## config.mk

```make
export PLATFORM = sky130hd
export DESIGN_NAME = fir3p_sequencer_flat
export DESIGN_NICKNAME = d
export VERILOG_FILES = /design/src/rtl/fir3p_pkg.sv /design/src/rtl/fir3p_if.sv /design/src/rtl/fir3p_coef_bank.sv /design/src/rtl/fir3p_sequencer.sv /design/src/flat_wrapper.sv
export SDC_FILE = /design/constraint.sdc
export NUM_CORES = 1
export LEC_CHECK = 0
export CORE_UTILIZATION = 55
export CTS_CLUSTER_SIZE = 8
export DETAILED_ROUTE_END_ITERATION = 16
export PLACE_DENSITY = 0.83
export SETUP_SLACK_MARGIN = 0.2
export SYNTH_ARGS = -nofsm -noshare
export SYNTH_HDL_FRONTEND = slang
export SYNTH_SLANG_ARGS = --single-unit
```

## constraint.sdc

```tcl
create_clock -name CLK -period 3.88 [get_ports CLK]
set_clock_uncertainty 0.1 [all_clocks]
set_input_delay 0.582 -clock CLK [delete_from_list [all_inputs] [get_ports CLK]]
set_output_delay 0.582 -clock CLK [all_outputs]
set_load 0.005 [all_outputs]
```

## src/rtl/fir3p_pkg.sv

```systemverilog
// Shared constants and encodings for the 3-parallel FIR input sequencer.
// Imported by the coefficient bank, the interface users and the sequencer top.
package fir3p_pkg;

   localparam int NBIT_DEF = 10;
   localparam int NTAP     = 11;
   localparam int ADDR_W   = 4;

   typedef enum logic [1:0] {
      RUN   = 2'd0,
      DRAIN = 2'd1,
      SWAP  = 2'd2
   } fsm_state_e;

   typedef enum logic [1:0] {
      LANE0 = 2'd0,
      LANE1 = 2'd1,
      LANE2 = 2'd2
   } lane_e;

endpackage

```

## src/rtl/fir3p_if.sv

```systemverilog
// Sample stream, coefficient config port and parallel filter-side outputs of fir3p_sequencer.
// Handshake: a sample transfers on a rising CLK edge where S_VALID && S_READY; S_READY never depends on S_VALID.
interface fir3p_if #(
   parameter int NBIT = 10
);
   logic            S_VALID;
   logic [NBIT-1:0] S_DATA;
   logic            S_READY;

   logic            CFG_WE;
   logic [3:0]      CFG_ADDR;
   logic [NBIT-1:0] CFG_DATA;
   logic            CFG_COMMIT;
   logic            CFG_BUSY;

   logic [NBIT-1:0] Din3k;
   logic [NBIT-1:0] Din3k1;
   logic [NBIT-1:0] Din3k2;
   logic            Vin;

   logic [NBIT-1:0] B0, B1, B2, B3, B4, B5, B6, B7, B8, B9, B10;

   modport master (
      output S_VALID, S_DATA, CFG_WE, CFG_ADDR, CFG_DATA, CFG_COMMIT,
      input  S_READY, CFG_BUSY, Din3k, Din3k1, Din3k2, Vin,
      input  B0, B1, B2, B3, B4, B5, B6, B7, B8, B9, B10
   );

   modport slave (
      input  S_VALID, S_DATA, CFG_WE, CFG_ADDR, CFG_DATA, CFG_COMMIT,
      output S_READY, CFG_BUSY, Din3k, Din3k1, Din3k2, Vin,
      output B0, B1, B2, B3, B4, B5, B6, B7, B8, B9, B10
   );
endinterface

```

## src/rtl/fir3p_coef_bank.sv

```systemverilog
// Shadow/active coefficient register pair: shadow is written over the config port,
// active drives the filter taps and is reloaded from shadow only on the swap strobe.
module fir3p_coef_bank
   import fir3p_pkg::*;
#(
   parameter int NBIT = NBIT_DEF
) (
   input  logic              clk,
   input  logic              rst_n,
   input  logic              we,
   input  logic [ADDR_W-1:0] addr,
   input  logic [NBIT-1:0]   wdata,
   input  logic              swap,
   output logic [NBIT-1:0]   coef [NTAP]
);

   logic [NBIT-1:0] shadow_q [NTAP];
   logic [NBIT-1:0] shadow_d [NTAP];
   logic [NBIT-1:0] active_q [NTAP];
   logic [NBIT-1:0] active_d [NTAP];

   always_comb begin
      shadow_d = shadow_q;
      active_d = active_q;
      // Addresses beyond the last tap are silently dropped.
      if (we && (addr < ADDR_W'(NTAP))) begin
         shadow_d[addr] = wdata;
      end
      if (swap) begin
         active_d = shadow_q;
      end
   end

   always_ff @(posedge clk or negedge rst_n) begin
      if (!rst_n) begin
         shadow_q <= '{default: '0};
         active_q <= '{default: '0};
      end else begin
         shadow_q <= shadow_d;
         active_q <= active_d;
      end
   end

   assign coef = active_q;

endmodule

```

## src/rtl/fir3p_sequencer.sv

```systemverilog
// Packs a serial sample stream into 3-sample parallel words for myfilter and swaps
// coefficient banks only after the filter pipeline has been drained.
module fir3p_sequencer
   import fir3p_pkg::*;
#(
   parameter int NBIT      = NBIT_DEF,
   parameter int DRAIN_CYC = 4
) (
   input  logic       CLK,
   input  logic       RST_n,
   fir3p_if.slave     bus,
   output fsm_state_e dbg_state
);

   localparam int CNT_W = (DRAIN_CYC < 1) ? 1 : $clog2(DRAIN_CYC + 1);

   fsm_state_e      state_q, state_d;
   lane_e           lane_q, lane_d;
   logic [NBIT-1:0] hold0_q, hold0_d;
   logic [NBIT-1:0] hold1_q, hold1_d;
   logic [NBIT-1:0] din0_q, din0_d;
   logic [NBIT-1:0] din1_q, din1_d;
   logic [NBIT-1:0] din2_q, din2_d;
   logic            vin_q, vin_d;
   logic            pend_q, pend_d;
   logic [CNT_W-1:0] cnt_q, cnt_d;

   logic            s_ready;
   logic            accept;
   logic            swap;
   logic [NBIT-1:0] coef [NTAP];

   always_comb begin
      state_d = state_q;
      lane_d  = lane_q;
      hold0_d = hold0_q;
      hold1_d = hold1_q;
      din0_d  = din0_q;
      din1_d  = din1_q;
      din2_d  = din2_q;
      vin_d   = 1'b0;
      pend_d  = pend_q;
      cnt_d   = cnt_q;
      s_ready = 1'b0;
      swap    = 1'b0;
      accept  = 1'b0;

      case (state_q)
         RUN: begin
            // An open group is allowed to complete before the drain begins.
            s_ready = !(pend_q && (lane_q == LANE0));
            if (pend_q && (lane_q == LANE0)) begin
               state_d = DRAIN;
               cnt_d   = CNT_W'(DRAIN_CYC - 1);
            end
         end
         DRAIN: begin
            if (cnt_q == '0) begin
               state_d = SWAP;
            end else begin
               cnt_d = cnt_q - CNT_W'(1);
            end
         end
         SWAP: begin
            swap    = 1'b1;
            pend_d  = 1'b0;
            state_d = RUN;
         end
         default: begin
            state_d = RUN;
         end
      endcase

      accept = bus.S_VALID && s_ready && RST_n;
      if (accept) begin
         case (lane_q)
            LANE0: begin
               hold0_d = bus.S_DATA;
               lane_d  = LANE1;
            end
            LANE1: begin
               hold1_d = bus.S_DATA;
               lane_d  = LANE2;
            end
            default: begin
               din0_d = hold0_q;
               din1_d = hold1_q;
               din2_d = bus.S_DATA;
               vin_d  = 1'b1;
               lane_d = LANE0;
            end
         endcase
      end

      if (bus.CFG_COMMIT && !pend_q) begin
         pend_d = 1'b1;
      end
   end

   always_ff @(posedge CLK or negedge RST_n) begin
      if (!RST_n) begin
         state_q <= RUN;
         lane_q  <= LANE0;
         hold0_q <= '0;
         hold1_q <= '0;
         din0_q  <= '0;
         din1_q  <= '0;
         din2_q  <= '0;
         vin_q   <= 1'b0;
         pend_q  <= 1'b0;
         cnt_q   <= '0;
      end else begin
         state_q <= state_d;
         lane_q  <= lane_d;
         hold0_q <= hold0_d;
         hold1_q <= hold1_d;
         din0_q  <= din0_d;
         din1_q  <= din1_d;
         din2_q  <= din2_d;
         vin_q   <= vin_d;
         pend_q  <= pend_d;
         cnt_q   <= cnt_d;
      end
   end

   // Config writes are frozen for the whole commit so the swapped bank is well defined.
   fir3p_coef_bank #(
      .NBIT (NBIT)
   ) u_coef_bank (
      .clk   (CLK),
      .rst_n (RST_n),
      .we    (bus.CFG_WE && !pend_q),
      .addr  (bus.CFG_ADDR),
      .wdata (bus.CFG_DATA),
      .swap  (swap),
      .coef  (coef)
   );

   assign bus.S_READY  = s_ready && RST_n;
   assign bus.CFG_BUSY = pend_q;
   assign bus.Din3k    = din0_q;
   assign bus.Din3k1   = din1_q;
   assign bus.Din3k2   = din2_q;
   assign bus.Vin      = vin_q;
   assign bus.B0       = coef[0];
   assign bus.B1       = coef[1];
   assign bus.B2       = coef[2];
   assign bus.B3       = coef[3];
   assign bus.B4       = coef[4];
   assign bus.B5       = coef[5];
   assign bus.B6       = coef[6];
   assign bus.B7       = coef[7];
   assign bus.B8       = coef[8];
   assign bus.B9       = coef[9];
   assign bus.B10      = coef[10];
   assign dbg_state    = state_q;

endmodule
```

## src/flat_wrapper.sv

```systemverilog
// flat-port wrapper written by rule: the top's interface ports become plain ports
module fir3p_sequencer_flat import fir3p_pkg::*;
#(
   parameter int NBIT      = NBIT_DEF,
   parameter int DRAIN_CYC = 4
)
  (CLK, RST_n, dbg_state, bus_S_VALID, bus_S_DATA, bus_CFG_WE, bus_CFG_ADDR, bus_CFG_DATA, bus_CFG_COMMIT, bus_S_READY, bus_CFG_BUSY, bus_Din3k, bus_Din3k1, bus_Din3k2, bus_Vin, bus_B0, bus_B1, bus_B2, bus_B3, bus_B4, bus_B5, bus_B6, bus_B7, bus_B8, bus_B9, bus_B10);
  fir3p_if #(.NBIT(NBIT)) bus_i ();
  input  logic CLK;
  input  logic RST_n;
  output fsm_state_e dbg_state;
  input wire logic [$bits(bus_i.S_VALID)-1:0] bus_S_VALID;
  input wire logic [$bits(bus_i.S_DATA)-1:0] bus_S_DATA;
  input wire logic [$bits(bus_i.CFG_WE)-1:0] bus_CFG_WE;
  input wire logic [$bits(bus_i.CFG_ADDR)-1:0] bus_CFG_ADDR;
  input wire logic [$bits(bus_i.CFG_DATA)-1:0] bus_CFG_DATA;
  input wire logic [$bits(bus_i.CFG_COMMIT)-1:0] bus_CFG_COMMIT;
  output wire logic [$bits(bus_i.S_READY)-1:0] bus_S_READY;
  output wire logic [$bits(bus_i.CFG_BUSY)-1:0] bus_CFG_BUSY;
  output wire logic [$bits(bus_i.Din3k)-1:0] bus_Din3k;
  output wire logic [$bits(bus_i.Din3k1)-1:0] bus_Din3k1;
  output wire logic [$bits(bus_i.Din3k2)-1:0] bus_Din3k2;
  output wire logic [$bits(bus_i.Vin)-1:0] bus_Vin;
  output wire logic [$bits(bus_i.B0)-1:0] bus_B0;
  output wire logic [$bits(bus_i.B1)-1:0] bus_B1;
  output wire logic [$bits(bus_i.B2)-1:0] bus_B2;
  output wire logic [$bits(bus_i.B3)-1:0] bus_B3;
  output wire logic [$bits(bus_i.B4)-1:0] bus_B4;
  output wire logic [$bits(bus_i.B5)-1:0] bus_B5;
  output wire logic [$bits(bus_i.B6)-1:0] bus_B6;
  output wire logic [$bits(bus_i.B7)-1:0] bus_B7;
  output wire logic [$bits(bus_i.B8)-1:0] bus_B8;
  output wire logic [$bits(bus_i.B9)-1:0] bus_B9;
  output wire logic [$bits(bus_i.B10)-1:0] bus_B10;
  assign bus_i.S_VALID = bus_S_VALID;
  assign bus_i.S_DATA = bus_S_DATA;
  assign bus_i.CFG_WE = bus_CFG_WE;
  assign bus_i.CFG_ADDR = bus_CFG_ADDR;
  assign bus_i.CFG_DATA = bus_CFG_DATA;
  assign bus_i.CFG_COMMIT = bus_CFG_COMMIT;
  assign bus_S_READY = bus_i.S_READY;
  assign bus_CFG_BUSY = bus_i.CFG_BUSY;
  assign bus_Din3k = bus_i.Din3k;
  assign bus_Din3k1 = bus_i.Din3k1;
  assign bus_Din3k2 = bus_i.Din3k2;
  assign bus_Vin = bus_i.Vin;
  assign bus_B0 = bus_i.B0;
  assign bus_B1 = bus_i.B1;
  assign bus_B2 = bus_i.B2;
  assign bus_B3 = bus_i.B3;
  assign bus_B4 = bus_i.B4;
  assign bus_B5 = bus_i.B5;
  assign bus_B6 = bus_i.B6;
  assign bus_B7 = bus_i.B7;
  assign bus_B8 = bus_i.B8;
  assign bus_B9 = bus_i.B9;
  assign bus_B10 = bus_i.B10;
  fir3p_sequencer #(.NBIT(NBIT), .DRAIN_CYC(DRAIN_CYC)) u_core (.CLK(CLK), .RST_n(RST_n), .bus(bus_i), .dbg_state(dbg_state));
endmodule
```

== After elaboration in Yosys (flattened, before gate mapping) ==
Index checks and enable logic that the tools add are counted.

* Flip-flop bits (word level): 279
* Input port bits: 29
* Output and inout bits: 145
* Word-level logic and storage cells: 81

* Add/sub/neg operators: 1
* $lt $le $gt $ge: 3
* Equality and inequality tests: 6
* Multiplexer cells: 16
* Bitwise operators: 2
* Reductions and logical operators: 21

{| class="wikitable"
|+ Operator list
! kind !! number
|-
| $bwmux W110 || 1
|-
| $demux W10 S4 || 1
|-
| $mux W10 || 1
|-
| $logic_and A1 B1 Y1 || 8
|-
| $pmux W2 S2 || 2
|-
| $reduce_and A2 Y1 || 4
|-
| $mux W1 || 6
|-
| $mux W3 || 2
|-
| $pmux W3 S2 || 1
|-
| $ge A5 B5 Y1 const B || 1
|-
| $lt A5 B1 Y1 const B || 1
|-
| $not A4 Y5 || 1
|-
| $eq A2 B1 Y1 const B || 2
|-
| $logic_not A2 Y1 || 2
|-
| $lt A4 B4 Y1 const B || 1
|-
| $mux W2 || 2
|-
| $ne A2 B1 Y1 const B || 2
|-
| $reduce_bool A2 Y1 || 2
|-
| $logic_not A3 Y1 || 1
|-
| $reduce_and A3 Y1 || 1
|-
| $sub A3 B1 Y3 const B || 1
|-
| $eq A2 B2 Y1 const B || 1
|-
| $logic_not A1 Y1 || 2
|-
| $ne A2 B2 Y1 const B || 1
|-
| other kinds (2) || 2
|}

== Depth between registers and ports, before layout ==
Gate-level depths: netlist (run 1).

* Word-level depth: 7
* Depth in mapped cells: 5
* Depth with buffers taken out: 5

== Cells and area by module ==
A second synthesis (run 1) with hierarchy kept.

* Cells, all modules: 633
* Area total of the unflattened synthesis: 10820.4 sq um

{| class="wikitable"
|+ By module, submodules not included
! module !! instances !! cells an instance !! area each (sq um) !! sequential area each (sq um)
|-
| fir3p_coef_bank || 1 || 485 || 8308.0 || 5505.3
|-
| fir3p_sequencer || 1 || 148 || 2512.4 || 1476.4
|}

== Worst setup path before layout (run 1) ==
Ideal clock, no wire load.

* Path kind: input port to flip-flop
* Start point: input port bus_CFG_ADDR[3]
* End point: register u_core.u_coef_bank.shadow_q[70] in the netlist's numbering
* Setup time: 125 ps
* Arrival time: 1647 ps
* Slack: 2008 ps
* Cell stages on the path: 4
* Path buffers: 1
* Path through: nor4b_2 -> and3_1 -> buf_2 -> mux2_2

* Word-level cells in the longest chain between the ends: 6
* Elaborated cells on any way between the ends: 9

{| class="wikitable"
|+ RTL lines
! item !! RTL line !! text
|-
| from (decl) || flat_wrapper.sv:15 || <nowiki>input wire logic [$bits(bus_i.CFG_ADDR)-1:0] bus_CFG_ADDR;</nowiki>
|-
| $not A4 Y5 (implied by the code) || fir3p_coef_bank.sv:27 || <nowiki>shadow_d[addr] = wdata;</nowiki>
|-
| $ge A5 B5 Y1 (implied by the code) / $lt A5 B1 Y1 (equally long branches) || fir3p_coef_bank.sv:27 ||
|-
| $logic_and A1 B1 Y1 (implied by the code) || fir3p_coef_bank.sv:27 ||
|-
| $mux W10 (implied by the code) || fir3p_coef_bank.sv:27 ||
|-
| $demux W10 S4 || fir3p_coef_bank.sv:27 ||
|-
| $bwmux W110 || fir3p_coef_bank.sv:27 ||
|-
| to (signal assigned) || fir3p_coef_bank.sv:39 || <nowiki>shadow_q <= shadow_d;</nowiki>
|-
| to (decl) || fir3p_coef_bank.sv:17 || <nowiki>logic [NBIT-1:0] shadow_q [NTAP];</nowiki>
|}

Parallel ways exist; a longest one is shown, timed or not.
A chain may end at the register's enable or synchronous reset.

== Worst setup path after layout (run 1) ==
* Start point: input port RST_n
* End point: output port bus_S_READY

* Word-level cells in the longest chain between the ends: 1

{| class="wikitable"
|+ RTL lines
! item !! RTL line !! text
|-
| from (decl) || flat_wrapper.sv:10 || <nowiki>input logic RST_n;</nowiki>
|-
| $logic_and A1 B1 Y1 || fir3p_sequencer.sv:139 || <nowiki>assign bus.S_READY = s_ready && RST_n;</nowiki>
|-
| to (decl) || flat_wrapper.sv:18 || <nowiki>output wire logic [$bits(bus_i.S_READY)-1:0] bus_S_READY;</nowiki>
|}

No other way between the ends.

==> results list, run 1 <==
* Synthesized area per cell: about 17 µm²
* Leading cell types by total area after synthesis: sky130_fd_sc_hd__dfrtp_1, sky130_fd_sc_hd__mux2_2, sky130_fd_sc_hd__mux2_4, sky130_fd_sc_hd__buf_2, sky130_fd_sc_hd__nand2_1
- The min-delay analysis places its worst path in the category reg2reg.
- GRT overflow: 0
- Arrival time at the worst endpoint: 2.39 ns
- Synthesized cell area: about 11000 µm²
* Syn nets: 660
- Measured along the x axis, the die boundary spans 141 µm.
- The tool flagged a number of max-cap violations equal to 0.
- The number of slew-limit violations in the final report came to 0.
- Count of distinct cell types in the synthesized netlist: 30
* Fraction of layout instances using a drive strength above 1: 39.2%
- Clock tree from TritonCTS: done
- Flops & latches, synth: 279
- Full die area: 19800 µm²
- The net count of the finished layout is 849.
- Startpoint type of the worst setup path: input port
- Summing all multi-input logic gate instances after layout gives around 3400 µm².
* Xor/xnor cell area share of the yosys netlist: 0%
* Global-route wire length before repair: 37200 µm
* Effective utilization at floorplan: 56.2%
- After synthesis, the share of cell area in mux cells is 29.3%.
- The critical path goes through dlygate4sd3_1 -> buf_8 -> nor4b_1 -> clkdlybuf4s50_1.
* H-tree depth: 2
- The count of buffers added on input and output ports is 173.
* Routability-driven placement congestion ratio: 0.774
* Syn Inst Count: 629
- Final setup violation count: 0
- Total length of routed wires: between 20000 and 25000 µm
- In the final timing run, aggregate negative setup slack is 0 ns.
- Postcts setup bufs: 0
- After layout, the worst path uses 79.3% of the clock period.
* Clk Latency, worst-skew pair: 0.51 ns
- I/O pin count: 174
- Warnings, synthesis: 0
- Dpl ws: 1.27 ns
- The worst pin sits at a relative slew slack of roughly 15%.
* Main combinational cell family by area after synthesis: multiplexers
- In the layout the commonest cells are sky130_fd_sc_hd__dfrtp_1, sky130_fd_sc_hd__mux2_2, sky130_fd_sc_hd__clkdlybuf4s50_1.
- Summed over its instances, the top area cell type makes up between 60% and 70% of the synthesized netlist area.
- The largest total area in the synthesized netlist belongs to sky130_fd_sc_hd__dfrtp_1.
- Global routing consumed, over all layers together, roughly a quarter of the routing resources.
- Counting the fill cells in the layout gives between 1000 and 1500.
- The detail route stage leaves a number of antenna-violating nets equal to 0.
* Maximum clock path buffer count: 3
* Synth Area in Adders: 0.237%
- Shortest clock period the worst path allows after layout: ~3.1 ns
- The final-report hold violation count is 0.
- TritonRoute pass-1 iters: 4
- Clock-pin slew was measured on the worst setup and hold paths at 0.05 ns.
- The setup path with the least slack is of type in2out.
- Core ar.: 18800 µm²
- DRC: 0
* P per Cell Area: 669 nW/µm²
* Run status: completed
- Sequential-to-total area share from yosys stat: 66.1%
- Detailed Place HPWL: 14400 µm
- Worst-path maximum fanout: 62
- Post-cts resize count: 0
* Critical Path Max Stage Delay: 0.56 ns
- The first routing iteration left 276 violations.
- Entering global routing, the biggest net connects between 200 and 250 pins.
- In the post-route analysis, the smallest setup slack over all paths is 0.804 ns.
- Number of antenna violations at the first check in global routing: 1
- Counting both buffers and inverters, the worst setup path holds a total of 3.
* Drt wl/cell: 22.0 µm
- Fraction of the mapped netlist area in compound gates: 0.450%
* Max IR drop VDD: approximately 0.00039 V
- Compared with the post-synthesis result, the final layout area differs by 28.2%.
- Max stage delay cell, worst path: sky130_fd_sc_hd__dlygate4sd3_1
- Site row count: 50
- Synth Area in Simple Gates: 2.30%
- Total clock buffers created by CTS: 40
* Tightest Pin Transition: 1.27 ns
* Critical path capture point type: output pin
- Summing all flip-flop and latch instances after layout gives between 6000 and 7000 µm².
- Broken down by cell family, the worst path's largest delay share belongs to buffers and inverters.
* Hold buffer count at cts: 1
- Via count of the first global-routing pass: 6534
* Floorplan die height: roughly 140 µm
- Vias per Instance: 5.63
- Number of inserted diodes: 0
- Counting every sink on the clock net gives 279.
* Achievable Freq: 325 MHz
- In this run the static leakage power is around 6.6 nW.
* Via count: slightly below 6000
- Setup repair after global routing left no endpoint under its margin.
- Required time at the worst-slack endpoint: 3.20 ns
- CTS placed an instance of sky130_fd_sc_hd__clkbuf_16 at the clock tree root.
* Most common cell after layout, fill and taps aside: sky130_fd_sc_hd__dfrtp_1
-- flip-flops by register name (all words and copies together), names as in the netlist --
name,cells
u_core.bus.CFG_BUSY,1
u_core.bus.Din3k,10
u_core.bus.Din3k1,10
u_core.bus.Din3k2,10
u_core.bus.Vin,1
u_core.cnt_q,3
u_core.dbg_state,2
u_core.hold0_q,10
u_core.hold1_q,10
u_core.lane_q,2
u_core.u_coef_bank.coef,110
u_core.u_coef_bank.shadow_q,110
-- through the flow --
stage	area [µm²]	instances	power, mW	utilization (%)	hold WS [ns]
2_1_floorplan	10600	629	4.87	-	0.186
3_3_place_gp	12500	1009	5.98	66.6	0.369
3_5_place_dp	12500	1009	6.13	66.6	0.385
4_1_cts	13500	1053	9.13	72.1	0.392
5_1_grt	13500	1053	9.45	72.1	0.409
6_report	13500	1053	9.05	72.1	0.389
-- per-layer routing --
layer / vias to the layer above / global-route usage [%] / wire length, µm / share of wire, %
met3: 62 / 4.24 / 993 / 4.3
met5: - / 0 / 0 / 0
met2: 185 / 42.6 / 11800 / 51
met4: 0 / 11.4 / 924 / 4.0
li1: 2604 / - / - / -
met1: 3074 / 30.8 / 9400 / 41
-- path summary, 6_finish.rpt --
kind                       cells after the start                                       start  slack, ns                                          end
max reg2reg                                    3             u_core.bus.CFG_BUSY$_DFFE_PN0P_       1.75  u_core.u_coef_bank.shadow_q[78]$_DFFE_PN0P_
max in group asynchronous                      3                                       RST_n       1.58  u_core.u_coef_bank.shadow_q[22]$_DFFE_PN0P_
max                                            4                                       RST_n       0.80                                  bus_S_READY
min in group asynchronous                      2                                       RST_n       0.51                u_core.hold1_q[4]$_DFFE_PN0P_
min reg2reg                                    1  u_core.u_coef_bank.shadow_q[0]$_DFFE_PN0P_       0.39   u_core.u_coef_bank.shadow_q[0]$_DFFE_PN0P_
min                                            1  u_core.u_coef_bank.shadow_q[0]$_DFFE_PN0P_       0.39   u_core.u_coef_bank.shadow_q[0]$_DFFE_PN0P_
-- layout make-up --
type	count	area share [%]
clock buffer	41	7.43
timing repair buffer	177	13.3
inverter	4	0.111
multi-input combinational	316	25.3
clock inverter	2	0.185
sequential	279	51.6
tap	234	2.16
-- cells by family after synthesis --
logic type / count (synthesis)
flip-flops: 279
adder cells (fa/ha/maj): 2
multiplexers: 272
buffers and inverters: 34
AND/OR/NAND/NOR: 35
AO/OA/AOI/OAI: 7
-- synth_stat cells (all sizes together) --
master   instances
ha               2
a22o             1
a31oi            1
clkbuf          10
dfrtp          279
nand3b           1
o21bai           1
mux2           270
and4bb           3
nor2b            3
nor4b            2
nand2b           3
nor2             2
buf             20
a22oi            2
a21oi            1
or4              1
nand2           14
o21ai            1
nand4bb          1
and3             2
or4b             1
inv              4
nor3b            2
mux2i            2
-- report_power, final --
group | internal [mW] | leakage [nW] | switching, mW
registers | 3.64 | 3.82 | 0.444
clock network | 1.81 | 0.506 | 1.14
logic | 1.35 | 2.32 | 0.658
total | 6.80 | 6.64 | 2.24
(Power assumes the default switching activity.)
==> run 2: changes to the inputs <==
CORE_UTILIZATION = 53   (was 55)
PLACE_DENSITY = 0.8   (was 0.83)
clock period = 2.9 ns   (was 3.88 ns; I/O delays follow)
==> run 2 against run 1 <==
Non-clock buffer count up 4. Cell area is 0.96% higher. Sequential power grew 33%. Register-to-register slack got worse by 0.97 ns. Via count shrank 1.1%. Utilization is 1.9 points lower. Cell count rose by 3.4%. Critical path depth is 1 lower.
==> results list, run 2 (synthesized netlist as in run 1, its figures left out) <==
- The first routing iteration left 183 violations.
- From synthesis to final layout, the design area changed by 29.4%.
- The worst setup path is captured at an output pin.
- Along the worst path, the maximum fanout reaches 8.
- Full die area: 20500 µm²
- The routed design has 22800 µm of wire.
- Critical Setup Path Class: reg2out
- Top routing layer in use: met4
* Fill cell instance count of the final layout: about 1300
* Floorplan die height: around 140 µm
- Clock root buffer master: sky130_fd_sc_hd__clkbuf_16
* Launch point of the worst reg-to-reg path: u_core.bus.CFG_BUSY$_DFFE_PN0P_
- Final-stage net count: 853
* Number of nets with antenna violations after routing: 0
- The tool flagged a number of max-cap violations equal to 0.
- Cells with a size suffix above 1 make up around 40% of the layout.
- Total clock buffers created by CTS: 40
- Area occupied by registers: roughly 7000 µm²
- Clock tree synthesis found a total of 279 sinks.
- Worst reg-to-reg path cell count: 3
- Number of antenna violations at the first check in global routing: 0
- Postcts setup bufs: 0
* Startpoint type of the worst setup path: register
* Pin count of the biggest net entering global routing: 174
- Unrepaired setup endpoints after global routing: no
- Overall track demand over capacity in global routing: 23.6%
* Max-slew violations: 0
* TritonRoute pass-1 iters: 4
- Setup violations remaining at the end of the flow were counted as 0.
- Share of the cycle needed by the critical path after routing: 90.7%
- Effective utilization at floorplan: 54.2%
- The via count of the first global-routing pass came to 6452.
* Area of the multi-input gates: 3420 µm²
- Tracing the worst setup path back leads to its startpoint at u_core.bus.CFG_BUSY$_DFFE_PN0P_.
* Global-route wire length before repair: 36300 µm
- At the pin with the least slew margin, the transition time is about 1.1 ns.
- For this run, the top clock speed supported by timing is ~380 MHz.
* Final worst-path setup slack: approximately 0.27 ns
- Including well taps, the total number of placed cells is roughly 1000.
- Wire length on met3: about 960 µm
* P per Cell Area: about 890 nW/µm²
- H-tree depth: 2
- Number of inserted diodes: 0
- Run status: completed
- GRT overflow: 0
- For this block, wires on met1 add up to 9630 µm.
- Clk Latency, worst-skew pair: 0.52 ns
- Routability-driven placement congestion ratio: a little under 0.8
- OpenSTA, run right after detailed placement, puts the worst setup slack at 0.325 ns.
- Final-report hold violation count: 0
* Max IR drop VDD: between 0.0005 and 0.0006 V
- The worst pin sits at a relative slew slack of between 20% and 30%.
- Path category of the worst min-delay check: in2async
- Most common cell after layout, fill and taps aside: sky130_fd_sc_hd__dfrtp_1
- The die is approximately 140 µm wide.
- During placement, the flow inserted port buffers numbering 173.
- Leaving out filler cells and counting taps, the final layout contains between 1000 and 1500.
* Drt wl/cell: 21.0 µm
- Detailed Place HPWL: around 15000 µm
- FF-to-FF End: u_core.u_coef_bank.shadow_q[78]$_DFFE_PN0P_
* I/O pin count: 174
- The core region is 19500 µm².
- Arrival time at the worst endpoint: 2.09 ns
- After routing, the total negative slack on setup checks comes to 0 ns.
- Via count: 5861
- Worst setup endpoint: bus_S_READY
* Site row count: 51
- DRC: 0
- For flop-to-flop paths, the worst setup slack is 0.78 ns.
* Required time at the worst-slack endpoint: about 2.4 ns
- After detailed routing, the met2 layer carries 11800 µm of wire.
- Static Leak: ~6.7 nW
- Clock Pin Slew Worst Setup and Hold Paths: 0.05 ns
- Counting along the longest clock path gives a buffer depth of 3.
* Shortest clock period the worst path allows after layout: 2.63 ns
- Vias per Instance: 5.38
- Most frequent cells in the layout: sky130_fd_sc_hd__dfrtp_1, sky130_fd_sc_hd__mux2_2, sky130_fd_sc_hd__clkdlybuf4s50_1
* Clock tree from TritonCTS: done
==> run 2: through the flow <==
stage	hold WS (ns)	utilization, %	power [mW]	area, µm²
after floorplan	0.0394	-	6.52	10600
after global placement	0.170	64.7	8.03	12600
after CTS	0.0864	70.2	12.2	13700
final	0.0495	70.2	12.1	13700
after detailed placement	0.173	64.7	8.22	12600
after global routing	0.141	70.2	12.7	13700
==> run 2: power by group <==
group	switching, mW	internal (mW)
registers	0.579	4.88
clock network	1.51	2.43
logic	0.875	1.82
total	2.97	9.13
==> run 2: layout make-up <==
type | count | area share [%]
Clock buffer | 41 | 7.35
Clock inverter | 3 | 0.348
Inverter | 4 | 0.110
Multi-Input combinational cell | 316 | 25.0
Sequential cell | 279 | 51.1
Tap cell | 265 | 2.43
Timing Repair Buffer | 181 | 13.6
==> run 2: layer usage <==
metal	global-route usage [%]	up-vias
met5	0	-
met4	7.53	0
met3	4.39	33
met2	40.6	142
met1	30.2	3082
li1	-	2604
==> run 2: critical path: stages (launching register included) <==
cell and delay, ns:
sky130_fd_sc_hd__dfrtp_2 0.49, sky130_fd_sc_hd__nor3b_1 0.19, sky130_fd_sc_hd__nor4b_1 0.33, sky130_fd_sc_hd__clkdlybuf4s50_1 0.57
==> run 2: worst min-delay path by stage <==
stage	start	depth (start not counted)	to	slack, ns
2_1_floorplan	RST_n	0	u_core.bus.CFG_BUSY$_DFFE_PN0P_	0.04
5_1_grt	RST_n	2	u_core.u_coef_bank.shadow_q[109]$_DFFE_PN0P_	0.14
3_5_place_dp	RST_n	1	u_core.u_coef_bank.coef[4]$_DFFE_PN0P_	0.17
6_report	RST_n	2	u_core.u_coef_bank.shadow_q[7]$_DFFE_PN0P_	0.05
4_1_cts	RST_n	2	u_core.u_coef_bank.shadow_q[17]$_DFFE_PN0P_	0.09
3_3_place_gp	RST_n	1	u_core.u_coef_bank.coef[3]$_DFFE_PN0P_	0.17
==> run 2: what timing repair did <==
item / in CTS / in global routing
endpoints found under the setup margin: 1 / 0
hold buffers: 1 / 0
resized for setup: 1 / 0
endpoints found under the hold margin: 15 / 0
